==> config.mk <==
export PLATFORM = sky130hd
export DESIGN_NAME = control_unit
export DESIGN_NICKNAME = d
export VERILOG_FILES = /design/src/rtl/control_unit.sv
export SDC_FILE = /design/constraint.sdc
export NUM_CORES = 1
export LEC_CHECK = 0
export ABC_AREA = 1
export BUFFER_PORTS_ARGS = -buffer_cell sky130_fd_sc_hd__buf_2
export CORE_AREA = 2 2 39 41
export DETAILED_ROUTE_END_ITERATION = 16
export DIE_AREA = 0 0 41 43
export GPL_TIMING_DRIVEN = 0
export PLACE_DENSITY = 0.55
export SLEW_MARGIN = 20
export SYNTH_ARGS = -nofsm -noshare
export SYNTH_HDL_FRONTEND = slang
export SYNTH_SLANG_ARGS = --single-unit
export TNS_END_PERCENT = 1
==> constraint.sdc <==
create_clock -name clk -period 0.8 [get_ports clk]
set_input_delay 0.08 -clock clk [delete_from_list [all_inputs] [get_ports clk]]
set_output_delay 0.08 -clock clk [all_outputs]
set_load 0.1 [all_outputs]
==> src/rtl/control_unit.sv <==
// Registered main decoder: maps a 7-bit opcode to datapath control signals one cycle later.
// Optional JAL/JALR decode is enabled by defining CU_JUMP_EN; otherwise those opcodes are illegal.
module control_unit (
   input  logic       clk,
   input  logic       rst_n,
   input  logic       instr_valid,
   input  logic [6:0] opcode,
   output logic       alu_src,
   output logic       mem_to_reg,
   output logic       reg_write,
   output logic       mem_read,
   output logic       mem_write,
   output logic       branch,
   output logic [1:0] aluop,
   output logic       jump,
   output logic       illegal
);

   typedef enum logic [6:0] {
      OP_R      = 7'b0110011,
      OP_I      = 7'b0010011,
      OP_LOAD   = 7'b0000011,
      OP_STORE  = 7'b0100011,
      OP_BRANCH = 7'b1100011,
      OP_JAL    = 7'b1101111,
      OP_JALR   = 7'b1100111
   } opcode_e;

   typedef enum logic [1:0] {
      ALU_ADD  = 2'b00,
      ALU_CMP  = 2'b01,
      ALU_RFN  = 2'b10,
      ALU_IFN  = 2'b11
   } aluop_e;

   typedef struct packed {
      logic       alu_src;
      logic       mem_to_reg;
      logic       reg_write;
      logic       mem_read;
      logic       mem_write;
      logic       branch;
      logic [1:0] aluop;
      logic       jump;
      logic       illegal;
   } ctrl_t;

   ctrl_t ctrl_d;
   ctrl_t ctrl_q;

   // Unknown opcode bits match no case item and fall into default, so X decodes as illegal.
   always_comb begin
      ctrl_d = '0;
      if (instr_valid) begin
         case (opcode)
            OP_R: begin
               ctrl_d.reg_write = 1'b1;
               ctrl_d.aluop     = ALU_RFN;
            end
            OP_I: begin
               ctrl_d.alu_src   = 1'b1;
               ctrl_d.reg_write = 1'b1;
               ctrl_d.aluop     = ALU_IFN;
            end
            OP_LOAD: begin
               ctrl_d.alu_src    = 1'b1;
               ctrl_d.mem_to_reg = 1'b1;
               ctrl_d.reg_write  = 1'b1;
               ctrl_d.mem_read   = 1'b1;
               ctrl_d.aluop      = ALU_ADD;
            end
            OP_STORE: begin
               ctrl_d.alu_src   = 1'b1;
               ctrl_d.mem_write = 1'b1;
               ctrl_d.aluop     = ALU_ADD;
            end
            OP_BRANCH: begin
               ctrl_d.branch = 1'b1;
               ctrl_d.aluop  = ALU_CMP;
            end
`ifdef CU_JUMP_EN
            OP_JAL: begin
               ctrl_d.reg_write = 1'b1;
               ctrl_d.jump      = 1'b1;
            end
            OP_JALR: begin
               ctrl_d.alu_src   = 1'b1;
               ctrl_d.reg_write = 1'b1;
               ctrl_d.jump      = 1'b1;
            end
`endif
            default: ctrl_d.illegal = 1'b1;
         endcase
      end
   end

   always_ff @(posedge clk or negedge rst_n) begin
      if (!rst_n) ctrl_q <= '0;
      else        ctrl_q <= ctrl_d;
   end

   assign alu_src    = ctrl_q.alu_src;
   assign mem_to_reg = ctrl_q.mem_to_reg;
   assign reg_write  = ctrl_q.reg_write;
   assign mem_read   = ctrl_q.mem_read;
   assign mem_write  = ctrl_q.mem_write;
   assign branch     = ctrl_q.branch;
   assign aluop      = ctrl_q.aluop;
   assign illegal    = ctrl_q.illegal;
`ifdef CU_JUMP_EN
   assign jump       = ctrl_q.jump;
`else
   assign jump       = 1'b0;
   logic unused_jump;
   assign unused_jump = ctrl_q.jump;
`endif

endmodule

# --- Word-level counts from Yosys, hierarchy flattened ---
# Index checks and enable logic that the tools add are counted.
word_totals:
  register_bits: 9
  input_bits: 10
  output_inout_bits: 10
  wordCells: 25
op_classes:
  eq_ne: 5
  muxes: 9
  n_reduce_logical: 3
ops:
  columns: ["operator", "count"]
  rows:
  - ["7-bit by 6-bit == test with 1-bit output, second input constant", 2]
  - ["8-bit two-way mux", 1]
  - ["7-bit by 2-bit == test with 1-bit output, second input constant", 1]
  - ["7-bit by 5-bit == test with 1-bit output, second input constant", 1]
  - ["7-bit == test, second input constant", 1]
  - ["1-bit two-way mux", 7]
  - ["2-bit one-hot mux with 3 select lines", 1]
  - ["3-bit OR reduction", 2]
  - ["5-bit OR reduction", 1]

# --- Depth between registers and ports, before layout ---
# Gate-level depths: netlist of the first run.
depth:
  ltp_word: 4
  mapped_depth: 5
  depth_no_buf: 5

# --- Least setup slack after synthesis of the first run ---
# OpenSTA, ideal clock, no wires.
synth_path:
  path_type: "register -> output"
  start: "register mem_read (netlist name)"
  end: "output port mem_to_reg"
  arrival_ns: 1.324
  t_required_ns: 0.720
  slack_ns: -0.604
  stages_incl_launch_ff: 2
  n_path_buf: 1
  path_cell_list: "dfrtp_1 -> buf_4"
synth_lines:
  columns: ["element", "line_no", "source"]
  rows:
  - ["end, declared", "9", "output logic mem_to_reg,"]

==> impl_results.md, run 1 <==
* Post-synthesis cell type count at 12
* Worst Hold Class: in -> reg
* Largest fanout on the critical path at 2
* Power density over the cells at 1430 mW/mm²
* Clock Sinks at 8
* Largest family of logic cells by synthesized area: simple AND/OR/NAND/NOR gates
* Vias post-DR at about 340
* Leakage power at 0.000387 µW
* Post-synthesis register bit count at 8
* Synth Area in Adders at 0
* Net count after synthesis at a little under 60
* Min cycle time layout at 1.08 ns
* Slowest-stage cell, CP: sky130_fd_sc_hd__dfrtp_4
* I/O pin count at 20
* Number of port buffers at 18
* Buffers from clock root to sink, at most at 2
* Antenna fix cells at 0
* Initial antenna violation count at 0
* Xor and xnor area share after synthesis at 0
* DRC violation total after the first TritonRoute iteration at 8
* Number of flops mapped to enable cells by yosys at 0
* Number of max-capacitance violations reported at 0
* Area growth from synthesis to layout at 63.8%
* Final worst path period share at 1.35
* Global Route Usage Sum at 0.0978
* Share of layout cells above drive strength 1 at 0.408
* Top cell type by total area after synthesis: sky130_fd_sc_hd__dfrtp_1
* Hpwl dp at 494 µm
* Multiplexer share of the synthesized area at 0
* Largest cells by area after synthesis: sky130_fd_sc_hd__dfrtp_1 53%, sky130_fd_sc_hd__inv_1 12%, sky130_fd_sc_hd__nand3_1 9.2%
* Num rows at 14
* Critical path's largest stage delay at 0.47 ns
* DRC errors left at 0
* Dominant synthesized flop cell: sky130_fd_sc_hd__dfrtp_1
* Largest voltage drop on the vdd net at approximately 0.54 mV
* Overall die area at 0.00176 mm²
* Hold wc startpoint: opcode[5]
* Number of routed nets with antenna violations at 0
* Vertical die dimension at 43 µm
* Number of hold violations in the final report at 0
* Critical path origin: mem_read
* Failing checks: negative setup slack
* Result of the run: complete, but fails checks
* Final routed wirelength across all metal layers at 573 µm
* Average cell area after synthesis at between 7 and 8 µm²
* Unrepaired setup endpoints after global routing: yes
* Most frequent cells after synthesis: 12 x sky130_fd_sc_hd__inv_1, 9 x sky130_fd_sc_hd__nand2_1, 8 x sky130_fd_sc_hd__dfrtp_1
* Setup CP Type: reg -> out
* Initial Util at 0.275
* Average detailed-routed wire length per instance at between 6 and 7 µm
* Share of synthesized flip-flops with an asynchronous set or reset at 1.00
* Placement-stage worst setup slack at -0.156 ns
* Standard cell core area at 0.00138 mm²
* Sequential area share after synthesis at 0.526
* Most frequently used cell type in the post-synthesis netlist: sky130_fd_sc_hd__inv_1
* Die X-Extent at ~40 µm
* Placer Congestion at 0.673
* Post-Route Utilization at 0.450
* PnR worst setup slack at -0.278 ns
* Mapped cell area at 380 µm²
* # setup viols final at 9
* Vias in the first global route at just over 300
* CP Capture Type: primary output
* Fraction of the mapped netlist area in compound gates at 0
* Congestion Overflow GR at 0
* Post-detailed-route via-to-cell ratio at around 3.9
* Simple-gate area share of the yosys netlist at 0.296
* Required time at the worst-slack endpoint at 0.72 ns
* Clock tree from TritonCTS: yes
* Top achievable clock speed at 0.928 GHz
* DRT Pass-1 Iters at 4
* Maximum number of pins on one net before global-route repair at 9
* Category of the worst setup path launch point: register
* Cell breakdown of the critical path: buf_6 -> buf_12
* Max Slew Vio Count at 0
* Worst EP arrival at 1.00 ns
* CTS H-tree lvls at 1
* YS warnings at 0
* Final Net Count at a little over 80
* Post-synth top area share at 0.526
* Clock Tree Root: sky130_fd_sc_hd__clkbuf_4
* Clock transition at the registers of the reported paths at 0.05 ns
* Post-synthesis instance total at 48
* Num CTS Buffers at 3
* Global-route wire length before repair at 1080 µm
-- registers in the layout, indices dropped and copies added (netlist names) --
name and cells:
aluop 2, alu_src 1, branch 1, illegal 1
mem_read 1, mem_write 1, reg_write 1
-- per-layer routing --
layer	vias up	GRT usage	wire length (µm)
li1	180	-	-
met1	145	0.104	229
met2	10	0.128	310
met3	0	0.0314	33
met4	0	0.120	0
met5	-	0	0
-- worst max-delay path: cells and delay by family, from the launching register on --
family                 cells  cell delay [ns]
flip-flops                 1             0.47
buffers and inverters      2             0.27
-- what timing repair did --
item / CTS / global route
gates resized for setup: 26 / 0
hold endpoints to repair: 8 / 0
setup endpoints to repair: 9 / 9
hold buffers: 1 / 0
buffers inserted: 0 / 0
-- cells in the final DEF (no fill, tap or decap) --
master | synthesis | routed
sky130_fd_sc_hd__dlygate4sd3_1 | 0 | 1
sky130_fd_sc_hd__dfrtp_2 | 0 | 1
sky130_fd_sc_hd__nor2_1 | 4 | 4
sky130_fd_sc_hd__dfrtp_4 | 0 | 1
sky130_fd_sc_hd__nor3_1 | 1 | 1
sky130_fd_sc_hd__nor2_2 | 1 | 1
sky130_fd_sc_hd__clkbuf_4 | 0 | 3
sky130_fd_sc_hd__buf_12 | 0 | 1
sky130_fd_sc_hd__buf_6 | 0 | 1
sky130_fd_sc_hd__buf_4 | 2 | 2
sky130_fd_sc_hd__inv_2 | 1 | 1
sky130_fd_sc_hd__nand2_2 | 1 | 1
sky130_fd_sc_hd__buf_8 | 0 | 7
sky130_fd_sc_hd__buf_2 | 0 | 9
sky130_fd_sc_hd__nand3_1 | 7 | 7
sky130_fd_sc_hd__inv_1 | 12 | 12
sky130_fd_sc_hd__clkbuf_1 | 0 | 1
sky130_fd_sc_hd__conb_1 | 1 | 1
sky130_fd_sc_hd__nand2_1 | 9 | 9
sky130_fd_sc_hd__dfrtp_1 | 8 | 6
sky130_fd_sc_hd__nor2_4 | 1 | 1
-- worst paths after layout --
| check | end | cells after the start | slack, ns |
|---|---|---|---|
| max in group asynchronous | mem_read | 2 | 0.43 |
| min in group asynchronous | reg_write | 2 | 0.19 |
| worst min-delay path | mem_write | 3 | 0.09 |
| worst max-delay path | mem_to_reg | 2 | -0.28 |
-- cells by family (layout without fill, tap and decap cells) --
group,after synthesis,in the layout
AND/OR/NAND/NOR,24,24
buffers and inverters,15,38
flip-flops,8,8
other,1,1
-- layout make-up --
class / instances / area (µm²)
inverter: 13 / 48.8
sequential: 8 / 205
tap: 16 / 20.0
clock buffer: 4 / 26.3
multi-input combinational: 25 / 116
timing repair buffer: 19 / 188
buffer: 2 / 18.8
fill: 145 / 761
-- stage by stage --
stage,total power [µW],setup TNS (ns),area [µm²],hold slack [ns],std cells
after detailed placement,563,-0.253,499,-0.0758,82
after global routing,937,-1.37,623,0.0817,87
after floorplan,517,-1.13,389,-0.216,48
after global placement,562,-0.249,499,-0.0775,82
after CTS,910,-1.27,623,0.0736,87
final,889,-1.12,623,0.0857,87
-- report_power, final --
group / internal (µW) / total [µW] / switching (µW)
combinational: 49.3 / 157 / 108
sequential: 410 / 413 / 3.02
clock: 190 / 318 / 128
total: 650 / 889 / 239
(Power assumes the default switching activity.)
==> inputs of run 2 (changes only) <==
- RECOVER_POWER: unset -> 25
==> run 2 against run 1 <==
Net effect:
- the flow still finishes with violations (negative setup slack)
- wire length decreased by 0.35%
- first-iteration DRC count unchanged
- sequential share of layout area increased by 0.066 points
- critical endpoint unchanged
- largest power group unchanged
- highest routed layer unchanged
==> impl_results.md, run 2 (synthesized netlist as in run 1, its figures left out) <==
* Result of the run: complete, but fails checks
* Failing checks: negative setup slack
* Proportion of power drawn by the clock network at 0.358
* Switch share at 0.269
* Post-detailed-route via-to-cell ratio at 3.85
* DRC errors left at 0
* Gate power share at 0.176
* Clock Tree Root: sky130_fd_sc_hd__clkbuf_4
* Finished layout cell area at 622 µm²
* Final Net Count at 82
* Number of buffer and inverter stages on the critical path at 2
* Critical path origin: mem_read
* CP Capture Type: primary output
* Setup CP Type: reg -> out
* Hpwl dp at 494 µm
* Vias post-DR at 335
* Buffers from clock root to sink, at most at 2
* Top achievable clock speed at between 0.9 and 1 GHz
* Power density over the cells at 1430 mW/mm²
* Worst Hold Class: in -> reg
* Gate family responsible for the most delay along the worst path: flip-flops
* Net switching power figure at 239 µW
* # setup viols final at 9
* Category of the worst setup path launch point: register
* Standard cell core area at 0.00138 mm²
* Congestion Overflow GR at 0
* Register share of total power at 0.466
* Critical path's largest stage delay at around 0.47 ns
* Hold wc startpoint: opcode[5]
* CTS H-tree lvls at 1
* DRC violation total after the first TritonRoute iteration at 8
* Average detailed-routed wire length per instance at 6.56 µm
* Initial Util at 0.275
* Antenna fix cells at 0
* Commonest non-fill, non-tap cell in the layout: sky130_fd_sc_hd__inv_1
* Min cycle time layout at around 1.1 ns
* Required time at the worst-slack endpoint at slightly above 0.7 ns
* Num rows at 14
* Largest fanout on the critical path at 2
* Area growth from synthesis to layout at 63.5%
* Number of max-capacitance violations reported at 0
* Leakage power at around 0.00038 µW
* Clock tree from TritonCTS: yes
* Number of port buffers at 18
* Unrepaired setup endpoints after global routing: yes
* Number of hold violations in the final report at 0
* Overall die area at around 0.0018 mm²
* Non-filler instance count after layout at 87
* Initial antenna violation count at 0
* Global Route Usage Sum at 0.0978
* Vertical die dimension at 43 µm
* Worst EP arrival at 1.00 ns
* Final routed wirelength across all metal layers at 571 µm
* Max Slew Vio Count at 0
* Most frequent cells in the layout: 12 x sky130_fd_sc_hd__inv_1, 9 x sky130_fd_sc_hd__nand2_1, 8 x sky130_fd_sc_hd__buf_2
* Final worst path period share at 1.35
* Post-Route Utilization at 0.449
* Share of layout cells above drive strength 1 at 0.394
* Number of routed nets with antenna violations at 0
* Num CTS Buffers at 3
* Setup TNS at -1.12 ns
* Flip-flop count of the largest register, all copies and words added at 2
* Global-route wire length before repair at 1080 µm
* PnR worst setup slack at -0.278 ns
* Placed standard-cell area at ~500 µm²
* Placer Congestion at 0.673
* Internal power at 649 µW
* Post-layout power at between 800 and 900 µW
* Maximum number of pins on one net before global-route repair at 9
* Number of post-CTS setup repair buffers at 0
* Slowest-stage cell, CP: sky130_fd_sc_hd__dfrtp_4
* Clock transition at the registers of the reported paths at 0.05 ns
* Largest voltage drop on the vdd net at 0.540 mV
* I/O pin count at 20
* Clock Sinks at 8
* Die X-Extent at 41 µm
* Vias in the first global route at 311
* Cell breakdown of the critical path: buf_6 -> buf_12
* DRT Pass-1 Iters at 4
* Number of placed instances with taps included at 82
## run 2: cell types whose count changed in the layout (fill, tap and decap cells not counted)
cell                       previous run  this run
sky130_fd_sc_hd__clkbuf_1             1         2
sky130_fd_sc_hd__buf_2                9         8
## run 2: power by group through the flow
| stage | logic, µW | registers, µW | clock network [µW] |
|---|---|---|---|
| 5_1_grt | 173 | 413 | 350 |
| 2_1_floorplan | 61.1 | 456 | 0 |
| 3_3_place_gp | 144 | 418 | 0 |
| 6_report | 156 | 413 | 318 |
| 4_1_cts | 159 | 413 | 338 |
| 3_5_place_dp | 145 | 418 | 0 |
## run 2: metrics by stage
step	worst slack, ns	hold slack [ns]
3_5_place_dp	-0.156	-0.0758
6_report	-0.278	0.0857
3_3_place_gp	-0.151	-0.0775
2_1_floorplan	-0.163	-0.216
4_1_cts	-0.292	0.0736
5_1_grt	-0.307	0.0817
## run 2: worst paths after layout
check	endpoint	slack, ns	cells past startpoint
max	mem_to_reg	-0.28	2
min	mem_write	0.09	3
max in group asynchronous	mem_read	0.25	2
min in group asynchronous	reg_write	0.25	2
## run 2: metal layers
layer | vias up | GRT usage | wire (µm)
li1 | 180 | - | -
met1 | 145 | 0.104 | 227
met2 | 10 | 0.128 | 310
met3 | 0 | 0.0314 | 33
met4 | 0 | 0.120 | 0
met5 | - | 0 | 0
## run 2: final cells by class
type	instances	area [µm²]
fill	146	762
timing repair buffer	19	186
multi-input combinational	25	116
sequential	8	205
clock buffer	4	26.3
tap	16	20.0
inverter	13	48.8
buffer	2	18.8
## run 2: repair_timing
action | CTS | global route
hold endpoints to repair | 8 | 0
resized for setup | 26 | 0
hold buffers | 1 | 0
setup endpoints to repair | 9 | 9
==> inputs of run 3 (changes only) <==
- CAP_MARGIN: unset -> 15
- PLACE_DENSITY: 0.55 -> 0.53
- clock period: 0.8 -> 1.3 ns (I/O delays scaled with it)
==> run 3 against run 2 <==
Net effect:
- the flow now finishes without violations
- utilization shrank 6.9 points
- highest routed layer unchanged
- wire length increased by 1.9%
- largest cell class unchanged
- combinational power fell by 42%
==> impl_results.md, run 3 (synthesized netlist as in run 1, its figures left out) <==
* Result of the run: finished, final reports clean
* Gate family responsible for the most delay along the worst path: buffers and inverters
* DRC violation total after the first TritonRoute iteration at 1
* Final worst path period share at 0.939
* Register share of total power at 0.472
* Global Route Usage Sum at 0.0819
* Final Net Count at 82
* Number of hold violations in the final report at 0
* Buffers from clock root to sink, at most at 2
* Vias post-DR at 315
* Switch share at 0.267
* Number of buffers inserted by hold repair at cts at 1
* Share of layout cells above drive strength 1 at 0.380
* Proportion of power drawn by the clock network at 0.360
* Setup TNS at 0 ns
* I/O pin count at 20
* Hpwl dp at 516 µm
* Num CTS Buffers at 3
* DRC errors left at 0
* Average detailed-routed wire length per instance at about 6.7 µm
* Reg area at 201 µm²
* FILL cells at 157
* Min cycle time layout at 1.22 ns
* Number of buffer and inverter stages on the critical path at 2
* Internal power at 393 µW
* Standard cell core area at 0.00138 mm²
* Maximum number of pins on one net before global-route repair at 9
* Leakage power at 0.000370 µW
* Number of post-CTS setup repair buffers at 0
* Clock Sinks at 8
* Net switching power figure at 143 µW
* # setup viols final at 0
* Global-route wire length before repair at 945 µm
* Initial antenna violation count at 0
* Unrepaired setup endpoints after global routing: no
* Number of port buffers at 18
* Clock transition at the registers of the reported paths at 0.06 ns
* Vertical die dimension at 43 µm
* Setup CP Type: reg -> out
* Number of routed nets with antenna violations at 0
* Slowest-stage cell, CP: sky130_fd_sc_hd__buf_2
* Worst EP arrival at 1.09 ns
* Num rows at 14
* Final routed wirelength across all metal layers at 582 µm
* Worst Hold Class: in -> reg
* Cell breakdown of the critical path: buf_4 -> buf_2
* Required time at the worst-slack endpoint at 1.17 ns
* Power density over the cells at between 1000 and 1500 mW/mm²
* Most frequent cells in the layout: 17 x sky130_fd_sc_hd__buf_2, 12 x sky130_fd_sc_hd__inv_1, 9 x sky130_fd_sc_hd__nand2_1
* Vias in the first global route at roughly 260
* Levels on crit path at 2
* Clock tree from TritonCTS: yes
* Initial Util at 0.275
* Die X-Extent at a little over 40 µm
* DRT Pass-1 Iters at 2
* CP Capture Type: primary output
* Placer Congestion at ~0.71
* Worst setup endpoint: mem_to_reg
* Flip-flop count of the largest register, all copies and words added at 2
* Antenna fix cells at 0
* Critical path origin: mem_read
* Max Slew Vio Count at 0
* Cts repair resizes at 0
* Area growth from synthesis to layout at 38.5%
* Congestion Overflow GR at 0
* PnR worst setup slack at 0.0792 ns
* Multi-input logic area at around 120 µm²
* Clock Tree Root: sky130_fd_sc_hd__clkbuf_4
* Largest voltage drop on the vdd net at 0.272 mV
* Placement-stage worst setup slack at 0.342 ns
* Commonest non-fill, non-tap cell in the layout: sky130_fd_sc_hd__buf_2
* Top achievable clock speed at 0.819 GHz
* Gate power share at 0.168
* Post-detailed-route via-to-cell ratio at between 3 and 4
* Critical path's largest stage delay at roughly 0.41 ns
* Largest fanout on the critical path at 2
* Category of the worst setup path launch point: register
* Overall die area at 0.00176 mm²
* CTS H-tree lvls at 1
* Number of max-capacitance violations reported at 0
-- run 3: cell types whose count changed in the layout (fill, tap and decap cells not counted) --
cell,change
sky130_fd_sc_hd__buf_8,-7
sky130_fd_sc_hd__dfrtp_1,+1
sky130_fd_sc_hd__buf_2,+9
sky130_fd_sc_hd__buf_6,-1
sky130_fd_sc_hd__buf_12,-1
sky130_fd_sc_hd__dfrtp_4,-1
-- run 3: worst min-delay path by stage --
stage	startpoint	endpoint	cells past startpoint	slack [ns]
floorplan	rst_n	alu_src	0	-0.17
global placement	rst_n	illegal	1	-0.03
detailed placement	rst_n	branch	1	-0.03
CTS	opcode[5]	mem_write	3	0.14
global route	opcode[5]	mem_write	3	0.18
finish	opcode[5]	mem_write	3	0.15
-- run 3: power groups by stage --
stage               Combinational [µW]  Clock, µW  Sequential, µW
floorplan                         37.5          0             280
global placement                  88.8          0             257
detailed placement                89.0          0             257
CTS                               91.4        203             253
global route                      98.7        209             253
finish                            90.0        193             253
-- run 3: worst min-delay path, stage by stage --
cell and delay [ns]:
sky130_fd_sc_hd__buf_2 0.11, sky130_fd_sc_hd__nand2_1 0.06, sky130_fd_sc_hd__nor3_1 0.05
-- run 3: metal layers --
metal	global-route usage	share of wire	vias to the layer above
met2	0.103	0.47	15
met4	0.100	0	0
li1	-	-	182
met3	0	0.095	0
met5	0	0	-
met1	0.109	0.44	118
-- run 3: stage by stage --
stage               instance area [µm²]  total power (µW)  hold WS [ns]  instances  utilization
CTS                                 528               547         0.140         87        0.382
global placement                    492               346       -0.0259         82        0.355
floorplan                           382               318        -0.166         48            -
global route                        527               560         0.176         87        0.381
finish                              527               536         0.149         87        0.381
detailed placement                  492               346       -0.0264         82        0.355
-- run 3: final cells by class --
cell class                 count  share of cell area
buffer                         2              0.0285
clock buffer                   4              0.0499
inverter                      13              0.0926
multi-input combinational     25               0.221
sequential                     8               0.382
tap                           16              0.0380
timing repair buffer          19               0.188
